[src/rtl/rr_arbiter_16_if.sv]
// Request/grant bundle between the requesters and the 16-way round-robin arbiter.
// Latency: none (wires only).
// Backpressure: none; requesters hold req until granted, and done ends a grant.
interface rr_arbiter_16_if;
    logic [15:0] req;
    logic        done;
    logic [15:0] grant;
    logic        grant_valid;
    logic        timeout_flag;

    // Requester side: drives requests and completion, observes the grant.
    modport master (
        output req,
        output done,
        input  grant,
        input  grant_valid,
        input  timeout_flag
    );

    // Arbiter side: samples requests and completion, drives the grant.
    modport slave (
        input  req,
        input  done,
        output grant,
        output grant_valid,
        output timeout_flag
    );
endinterface

[src/rtl/rr_arbiter_16.sv]
// Sixteen-way round-robin arbiter producing a registered one-hot grant (optional hold timeout: ARB_TIMEOUT_EN).
// Latency: req sampled in IDLE -> grant visible after the same edge; done/withdraw -> grant drops after that edge.
// Backpressure: a grant is held until done or withdrawal (or timeout); other requests wait, no preemption.
module rr_arbiter_16 #(
    parameter int TIMEOUT = 64
) (
    input  logic              clk,
    input  logic              reset,
    rr_arbiter_16_if.slave    bus
);

    // TIMEOUT is stored in the 8-bit hold counter, so it must fit 1..255.
    if (TIMEOUT < 1 || TIMEOUT > 255) begin : g_bad_timeout
        $error("rr_arbiter_16: TIMEOUT must be in 1..255");
    end

    typedef enum logic {
        IDLE  = 1'b0,
        GRANT = 1'b1
    } state_t;

    state_t      state, state_nxt;
    logic [15:0] grant_q, grant_nxt;
    logic        gv_q, gv_nxt;
    logic [3:0]  ptr, ptr_nxt;

    // Rotated view of the request vector so that bit 0 is the requester at ptr.
    logic [31:0] req_dbl;
    logic [15:0] req_rot;
    logic [3:0]  off;
    logic        hit;
    logic [3:0]  win;
    logic        release_now;

`ifdef ARB_TIMEOUT_EN
    localparam logic [7:0] HCNT_LAST = 8'(TIMEOUT - 1);
    logic [7:0] hcnt, hcnt_nxt;
    logic       tflag_q, tflag_nxt;
`endif

    assign req_dbl = {bus.req, bus.req};
    assign win     = ptr + off;

    // The holder releases on completion or when its own request line drops.
    assign release_now = bus.done || ((bus.req & grant_q) == 16'h0000);

    // Find the first asserted request at or after ptr, wrapping modulo 16.
    always_comb begin
        req_rot = req_dbl[{1'b0, ptr} +: 16];
        hit     = |req_rot;
        off     = 4'd0;
        for (int j = 15; j >= 0; j--) begin
            if (req_rot[j]) begin
                off = 4'(j);
            end
        end
    end

    // Next-state and next-output logic for the IDLE/GRANT machine.
    always_comb begin
        state_nxt = state;
        grant_nxt = grant_q;
        gv_nxt    = gv_q;
        ptr_nxt   = ptr;
`ifdef ARB_TIMEOUT_EN
        hcnt_nxt  = hcnt;
        tflag_nxt = 1'b0;
`endif
        case (state)
            IDLE: begin
                if (hit) begin
                    grant_nxt = 16'd1 << win;
                    gv_nxt    = 1'b1;
                    ptr_nxt   = win + 4'd1;
                    state_nxt = GRANT;
`ifdef ARB_TIMEOUT_EN
                    hcnt_nxt  = 8'd0;
`endif
                end
            end
            GRANT: begin
                if (release_now) begin
                    grant_nxt = 16'h0000;
                    gv_nxt    = 1'b0;
                    state_nxt = IDLE;
                end
`ifdef ARB_TIMEOUT_EN
                else if (hcnt == HCNT_LAST) begin
                    // Forced release; ptr already points past this holder.
                    grant_nxt = 16'h0000;
                    gv_nxt    = 1'b0;
                    tflag_nxt = 1'b1;
                    state_nxt = IDLE;
                end else if (hcnt != 8'hFF) begin
                    hcnt_nxt  = hcnt + 8'd1;
                end
`endif
            end
            default: begin
                grant_nxt = 16'h0000;
                gv_nxt    = 1'b0;
                state_nxt = IDLE;
            end
        endcase
    end

    // State and registered outputs; synchronous reset returns everything to zero.
    always_ff @(posedge clk) begin
        if (reset) begin
            state   <= IDLE;
            grant_q <= 16'h0000;
            gv_q    <= 1'b0;
            ptr     <= 4'd0;
`ifdef ARB_TIMEOUT_EN
            hcnt    <= 8'd0;
            tflag_q <= 1'b0;
`endif
        end else begin
            state   <= state_nxt;
            grant_q <= grant_nxt;
            gv_q    <= gv_nxt;
            ptr     <= ptr_nxt;
`ifdef ARB_TIMEOUT_EN
            hcnt    <= hcnt_nxt;
            tflag_q <= tflag_nxt;
`endif
        end
    end

    assign bus.grant       = grant_q;
    assign bus.grant_valid = gv_q;
`ifdef ARB_TIMEOUT_EN
    assign bus.timeout_flag = tflag_q;
`else
    assign bus.timeout_flag = 1'b0;
`endif

endmodule
[src/flat_wrapper.sv]
// flat-port wrapper written by rule: the top's interface ports become plain ports
module rr_arbiter_16_flat 
#(
    parameter int TIMEOUT = 64
)
  (clk, reset, bus_req, bus_done, bus_grant, bus_grant_valid, bus_timeout_flag);
  rr_arbiter_16_if bus_i ();
  input  logic clk;
  input  logic reset;
  input wire logic [$bits(bus_i.req)-1:0] bus_req;
  input wire logic [$bits(bus_i.done)-1:0] bus_done;
  output wire logic [$bits(bus_i.grant)-1:0] bus_grant;
  output wire logic [$bits(bus_i.grant_valid)-1:0] bus_grant_valid;
  output wire logic [$bits(bus_i.timeout_flag)-1:0] bus_timeout_flag;
  assign bus_i.req = bus_req;
  assign bus_i.done = bus_done;
  assign bus_grant = bus_i.grant;
  assign bus_grant_valid = bus_i.grant_valid;
  assign bus_timeout_flag = bus_i.timeout_flag;
  rr_arbiter_16 #(.TIMEOUT(TIMEOUT)) u_core (.clk(clk), .reset(reset), .bus(bus_i));
endmodule
[config.mk]
export PLATFORM = sky130hd
export DESIGN_NAME = rr_arbiter_16_flat
export DESIGN_NICKNAME = d
export VERILOG_FILES = /design/src/rtl/rr_arbiter_16_if.sv /design/src/rtl/rr_arbiter_16.sv /design/src/flat_wrapper.sv
export SDC_FILE = /design/constraint.sdc
export NUM_CORES = 1
export LEC_CHECK = 0
export ABC_CLOCK_PERIOD_IN_PS = 5000
export BUFFER_PORTS_ARGS = -buffer_cell sky130_fd_sc_hd__buf_2
export CORE_MARGIN = 2
export CORE_UTILIZATION = 58
export DETAILED_ROUTE_END_ITERATION = 10
export PLACE_DENSITY_LB_ADDON = 0.2
export REMOVE_ABC_BUFFERS = 1
export SYNTH_ARGS = -nofsm -noshare
export SYNTH_HDL_FRONTEND = slang
export SYNTH_SLANG_ARGS = --single-unit
[constraint.sdc]
create_clock -name clk -period 5 [get_ports clk]
set_input_delay 1 -clock clk [delete_from_list [all_inputs] [get_ports clk]]
set_output_delay 1 -clock clk [all_outputs]
set_load 0.01 [all_outputs]
* Yosys cells after proc, flatten, opt, wreduce, memory -nomap -nowiden
Index checks and enable logic that the tools add are counted.
** Word-level totals
- Flip-flop bits (word level) :: 22
- Input bits :: 19
- Output and inout bits :: 18
- Logic and storage cells :: 42
** Cells by class
- Add/subtract/negate cells :: 2
- Equality and inequality tests :: 2
- Shift-type cells :: 2
- Mux-type cells :: 25
- Bitwise gates (word level) :: 2
- Reductions and logical operators :: 5
** Operator list (count)
- 4-bit 2-to-1 mux :: 16
- 16-bit 2-to-1 mux :: 2
- 16-bit case mux with 2 select lines :: 1
- 32-bit by 5-bit indexed part select with 16-bit output :: 1
- 16-bit AND :: 1
- 16-bit zero test :: 1
- 16-bit OR reduction :: 1
- 1-bit by 4-bit left shift with 16-bit output (first input constant) :: 1
- 4-bit by 1-bit adder with 4-bit output (second input constant) :: 1
- 4-bit adder :: 1
- 1-bit 2-to-1 mux :: 4
- 1-bit case mux with 2 select lines :: 2
- 2-bit AND reduction :: 2
- 2-bit by 1-bit != test with 1-bit output (second input constant) :: 1
- 2-bit != test (second input constant) :: 1
- 1-bit logical OR :: 1
- 1-bit inverter :: 1

* Logic depth before layout (Yosys ltp)
- Word-level depth :: 21
- Mapped depth :: 19
- Mapped depth without buffers :: 16

* Worst setup path before layout
No wires, ideal clock.
- Path type :: input port to flip-flop
- Start :: input bus_req[10]
- End :: register u_core.grant_q[4] (netlist: u_core.bus.grant[4])
- Library setup time :: 117 ps
- Data arrival time :: 3966 ps
- Setup slack :: 916 ps
- Cell stages on the path :: 15
- Path through :: mux4_2 > mux2_2 > nor2_1 > o21ai_0 > and3_1 > o311ai_0 > a31oi_1 > ha_1 > a21o_1 > a21oi_1 > xnor2_1 > inv_1 > a21oi_1 > nor2_1 > a32o_2
** Between the ends
- Cells in the longest elaborated chain, start to end :: 21
- Elaborated cells on any way between the ends :: 28
- Classes of those cells :: add/sub (1); eq/ne (2); shift (2); mux (18); bitwise (1); reduce/logical (4)
** Ends and longest elaborated chain
- start, declared :: line flat_wrapper.sv:10 : input wire logic [$bits(bus_i.req)-1:0] bus_req;
- 32-bit by 5-bit indexed part select with 16-bit output :: line rr_arbiter_16.sv:49 : req_rot = req_dbl[{1'b0, ptr} +: 16];
- 4-bit 2-to-1 mux (16 in a row) :: line rr_arbiter_16.sv:53 : if (req_rot[j]) begin
- 4-bit adder :: line rr_arbiter_16.sv:42 : assign win = ptr + off;
- 1-bit by 4-bit left shift with 16-bit output :: line rr_arbiter_16.sv:72 : grant_nxt = 16'd1 << win;
- 16-bit 2-to-1 mux :: line rr_arbiter_16.sv:71 : if (hit) begin
- 16-bit case mux with 2 select lines :: line rr_arbiter_16.sv:69 : case (state)
- end signal, assigned :: line rr_arbiter_16.sv:120 : grant_q <= grant_nxt;
- end, declared :: line rr_arbiter_16.sv:23 : logic [15:0] grant_q, grant_nxt;
Parallel ways exist; a longest one is shown, timed or not. The select of a mux whose other input is x is not followed.
A chain may end at the register's enable or synchronous reset.

* Final worst setup path
- Start :: register u_core.ptr[1]
- End :: register u_core.grant_q[4] (netlist: u_core.bus.grant[4])
** Between the ends
- Cells in the longest elaborated chain, start to end :: 21
- Elaborated cells on any way between the ends :: 24
- Classes of those cells :: add/sub (1); eq/ne (1); shift (2); mux (18); reduce/logical (2)
** Ends and longest elaborated chain
- start, declared :: line rr_arbiter_16.sv:25 : logic [3:0] ptr, ptr_nxt;
- start signal, assigned :: line rr_arbiter_16.sv:122 : ptr <= ptr_nxt;
- 32-bit by 5-bit indexed part select with 16-bit output :: line rr_arbiter_16.sv:49
- 4-bit 2-to-1 mux (16 in a row) :: line rr_arbiter_16.sv:53
- 4-bit adder :: line rr_arbiter_16.sv:42
- 1-bit by 4-bit left shift with 16-bit output :: line rr_arbiter_16.sv:72
- 16-bit 2-to-1 mux :: line rr_arbiter_16.sv:71
- 16-bit case mux with 2 select lines :: line rr_arbiter_16.sv:69
Parallel ways exist; a longest one is shown, timed or not. The select of a mux whose other input is x is not followed.

==> impl_metrics.py <==
metrics = {
    "yosys": {
        "ys_types": 60,
        "synth_largest_area_cell": "sky130_fd_sc_hd__dfxtp_1",
        "post_synth_main_area_contributors": "sky130_fd_sc_hd__dfxtp_1 18%, sky130_fd_sc_hd__mux2i_1 11%, sky130_fd_sc_hd__mux4_2 11%, sky130_fd_sc_hd__mux2_2 6.8%, sky130_fd_sc_hd__a32o_1 4.4%",
        "count_of_flip_flops_with_a_built_in_enable_after_synthesis": 0,
        "yosys_register_bits": 22,
        "synth_area_um2": 2490,
        "syn-instance-count": 250,
        "syn_avg_cell_area_um2": 9.97,
        "yosys.area.top_type_share_pct": 17.7,
        "synth_async_sr_flop_share_pct": 0,
        "sequential_fraction_of_the_synthesis_area_pct": 17.7,
        "synth_ff_type": "sky130_fd_sc_hd__dfxtp_1",
        "yosys_warnings": 0,
    },
    "min_path": {
        "min_delay_path_depth": 2,
        "timing.hold.worst.start": "u_core.bus.grant_valid",
        "hold-path-endpoint": "u_core.bus.grant_valid",
        "min_path_type": "flip-flop to flip-flop",
    },
    "clock_tree": {
        "root_buffer": "sky130_fd_sc_hd__clkbuf_8",
        "max-clock-path-buffers": 2,
        "tritoncts": "done",
        "cts.reportedPaths.clkPinSlew_ps": 80,
        "postCtsResizedCells": 0,
        "numCtsBuffers": 3,
        "cts_hold_repair.buffers": 0,
        "clkLatencyLatePin_ps": 270,
        "cts.htree.levels": 1,
        "cts_setup_buffers": 0,
        "cts_sinks": 22,
    },
    "worst_setup_path": {
        "required_ps": 5170,
        "critical-path-slowest-cell": "sky130_fd_sc_hd__dfxtp_1",
        "worst-setup-path-type": "flip-flop to flip-flop",
        "critical_path.reg2reg.startpoint": "u_core.ptr[1]",
        "critical_path_arrival_ps": 4920,
        "timing.critical_path.to_type": "flip-flop",
        "timing.rr.end": "u_core.bus.grant[4]",
        "worstPathMaxFanout": 14,
        "worst_setup_path_start_kind": "flip-flop",
        "cp_top_family": "compound AO/OA/AOI/OAI gates",
        "cp.buffers_inverters": 1,
        "worst-r2r-setup-slack_ps": 250,
        "path_cells": "buf_4, mux4_2, mux2_2, o21ai_1, o211ai_1, o311ai_0, a31oi_1, ha_1, a21o_1, a21oi_1, xnor2_1, nor3_1, nor2_1, a32o_2",
        "reg2regPathDepth": 14,
        "max_stage_delay_on_crit_path_ps": 760,
    },
    "cells_and_area": {
        "post-route-cell-area_um2": 2670,
        "postLayoutCoreUtil_pct": 65.8,
        "stdcell_count": 325,
        "area.growth.synth_to_final_pct": 7.08,
        "final_layout_size_suffix_gt1_share_pct": 31.6,
        "diodes": 0,
        "layout.filler_cells": 332,
        "finish.net_count": 304,
        "most_frequent_standard_cell_in_the_layout_excluding_fill_and_tap_cells": "sky130_fd_sc_hd__buf_2",
        "most-common-layout-cells": "35 x sky130_fd_sc_hd__buf_2, 28 x sky130_fd_sc_hd__mux2i_1, 22 x sky130_fd_sc_hd__dfxtp_1",
    },
    "outcome": {
        "status": "finished, final reports clean",
    },
    "timing": {
        "totalNegativeSetupSlack_ps": 0,
        "finalHoldViolations": 0,
        "max-slew-margin-rel_pct": 54.5,
        "final.period_utilization_pct": 95.1,
        "total_count_of_max_transition_violations_in_the_final_report": 0,
        "fmaxAchievable_mhz": 210,
        "finClkSkew_ps": 2.35,
        "grt_setup_unrepaired": "no",
        "final_period_minus_worst_setup_slack_ps": 4750,
        "worstMarginPinSlew_ps": 681,
        "setup_viol": 0,
    },
    "global_route": {
        "antenna_violations_before_repair": 0,
        "grt_first_pass_wirelength_mm": 11.0,
        "pin_count_of_the_biggest_net_entering_global_routing": 25,
        "global_route.overflow_total": 0,
        "number_of_global_route_vias_before_repair": 2106,
        "groute.usage.overall_pct": 28.0,
    },
    "routing": {
        "route.detailed.vias_per_inst": 7.03,
        "detail_route.drc_violations": 0,
        "drt_first_pass_iters": 5,
        "avgRoutedWirePerCell_um": 20.5,
        "postRouteAntennaNets": 0,
        "via_count": 2284,
        "route.final.wire_length_mm": 6.67,
        "drt-initial-drc-count": 357,
    },
    "placement": {
        "io_buffer_count": 35,
        "placed_cells_incl_taps": 321,
        "placed_cell_area_um2": 2610,
        "dp.final_hpwl_mm": 5.03,
        "globalplace.congestion": 0.881,
    },
    "die": {
        "coreArea_um2": 4060,
        "std_cell_rows": 23,
        "design.die.area_um2": 4840,
        "chipHeight_um": 69.6,
        "io_pins": 37,
        "floorplan.initialDensity_pct": 61.4,
        "die-width_um": 69.6,
    },
    "pwr": {
        "total_leakage_power_nw": 1.07,
        "max-vdd-ir-drop_v": 0.000469,
        "powerDensity_nw_per_um2": 617,
    },
    "run": {
        "max_cap_violations": 0,
    },
}
==> worst register-to-register path, cell delays in order (launching register included) <==
cell and delay, ps:
sky130_fd_sc_hd__dfxtp_1 760, sky130_fd_sc_hd__buf_4 360, sky130_fd_sc_hd__mux4_2 380, sky130_fd_sc_hd__mux2_2 320, sky130_fd_sc_hd__o21ai_1 350, sky130_fd_sc_hd__o211ai_1 190
sky130_fd_sc_hd__o311ai_0 420, sky130_fd_sc_hd__a31oi_1 200, sky130_fd_sc_hd__ha_1 300, sky130_fd_sc_hd__a21o_1 150, sky130_fd_sc_hd__a21oi_1 160, sky130_fd_sc_hd__xnor2_1 130
sky130_fd_sc_hd__nor3_1 420, sky130_fd_sc_hd__nor2_1 220, sky130_fd_sc_hd__a32o_2 280
==> worst max path at each step <==
stage | from | to | slack (ps) | depth (start not counted)
after detailed placement | bus_req[12] | u_core.bus.grant[4] | 200 | 14
after global placement | bus_req[13] | u_core.bus.grant[4] | 250 | 14
after global routing | u_core.ptr[1] | u_core.bus.grant[4] | 70 | 14
after CTS | u_core.ptr[1] | u_core.bus.grant[4] | 400 | 14
after floorplan | u_core.ptr[0] | u_core.bus.grant[4] | 630 | 15
final | u_core.ptr[1] | u_core.bus.grant[4] | 250 | 14
==> metrics by stage <==
step                setup WS (ps)  hold WS, ps  power, mW
detailed placement            203          488       1.49
floorplan                     627          486       1.18
global placement              249          473       1.48
CTS                           396          507       1.63
global route                 66.2          515       1.78
finish                        247          499       1.65
==> per-layer routing <==
layer | vias to the layer above | share of wire [%] | GRT usage, %
li1 | 1049 | - | -
met1 | 1118 | 45 | 40.1
met2 | 108 | 49 | 45.0
met3 | 9 | 5.8 | 2.33
met4 | 0 | 1.1 | 8.28
met5 | - | 0 | 0
==> cell families after synthesis <==
kind of cell,share of synthesized area [%]
simple gates,12.3
fa+ha+maj,4.82
mux,34.0
other cells,0.150
buf+inv,7.38
compound gates,22.9
xor+xnor,0.703
flops,17.7
==> area by class of cell <==
| class | instances | area [um^2] | share of cell area, % |
|---|---|---|---|
| Sequential cell | 22 | 440 | 16.5 |
| Timing Repair Buffer | 40 | 213 | 7.97 |
| Inverter | 8 | 30.0 | 1.13 |
| Tap cell | 50 | 62.6 | 2.34 |
| Clock buffer | 4 | 55.1 | 2.06 |
| Multi-Input combinational cell | 201 | 1870 | 70.0 |
==> cell usage after synthesis, types with 7 or more instances <==
cell type,number
sky130_fd_sc_hd__a21oi_1,7
sky130_fd_sc_hd__a32o_1,11
sky130_fd_sc_hd__buf_6,7
sky130_fd_sc_hd__dfxtp_1,22
sky130_fd_sc_hd__ha_1,8
sky130_fd_sc_hd__inv_1,7
sky130_fd_sc_hd__mux2_2,15
sky130_fd_sc_hd__mux2i_1,28
sky130_fd_sc_hd__mux4_2,12
sky130_fd_sc_hd__nand2_1,15
sky130_fd_sc_hd__nor2_1,11
sky130_fd_sc_hd__o21ai_0,10
==> where the power goes <==
part,switching (mW),internal (mW),total (mW)
clock,0.0597,0.0704,0.130
sequential,0.0603,0.212,0.273
combinational,0.707,0.537,1.24
total,0.827,0.820,1.65
==> state kept, by name, summed over array words and instances (netlist names) <==
| name | cells |
|---|---|
| u_core.bus.grant | 16 |
| u_core.ptr | 4 |
| u_core.bus.grant_valid | 1 |
| u_core.state | 1 |
(Power assumes the default switching activity.)
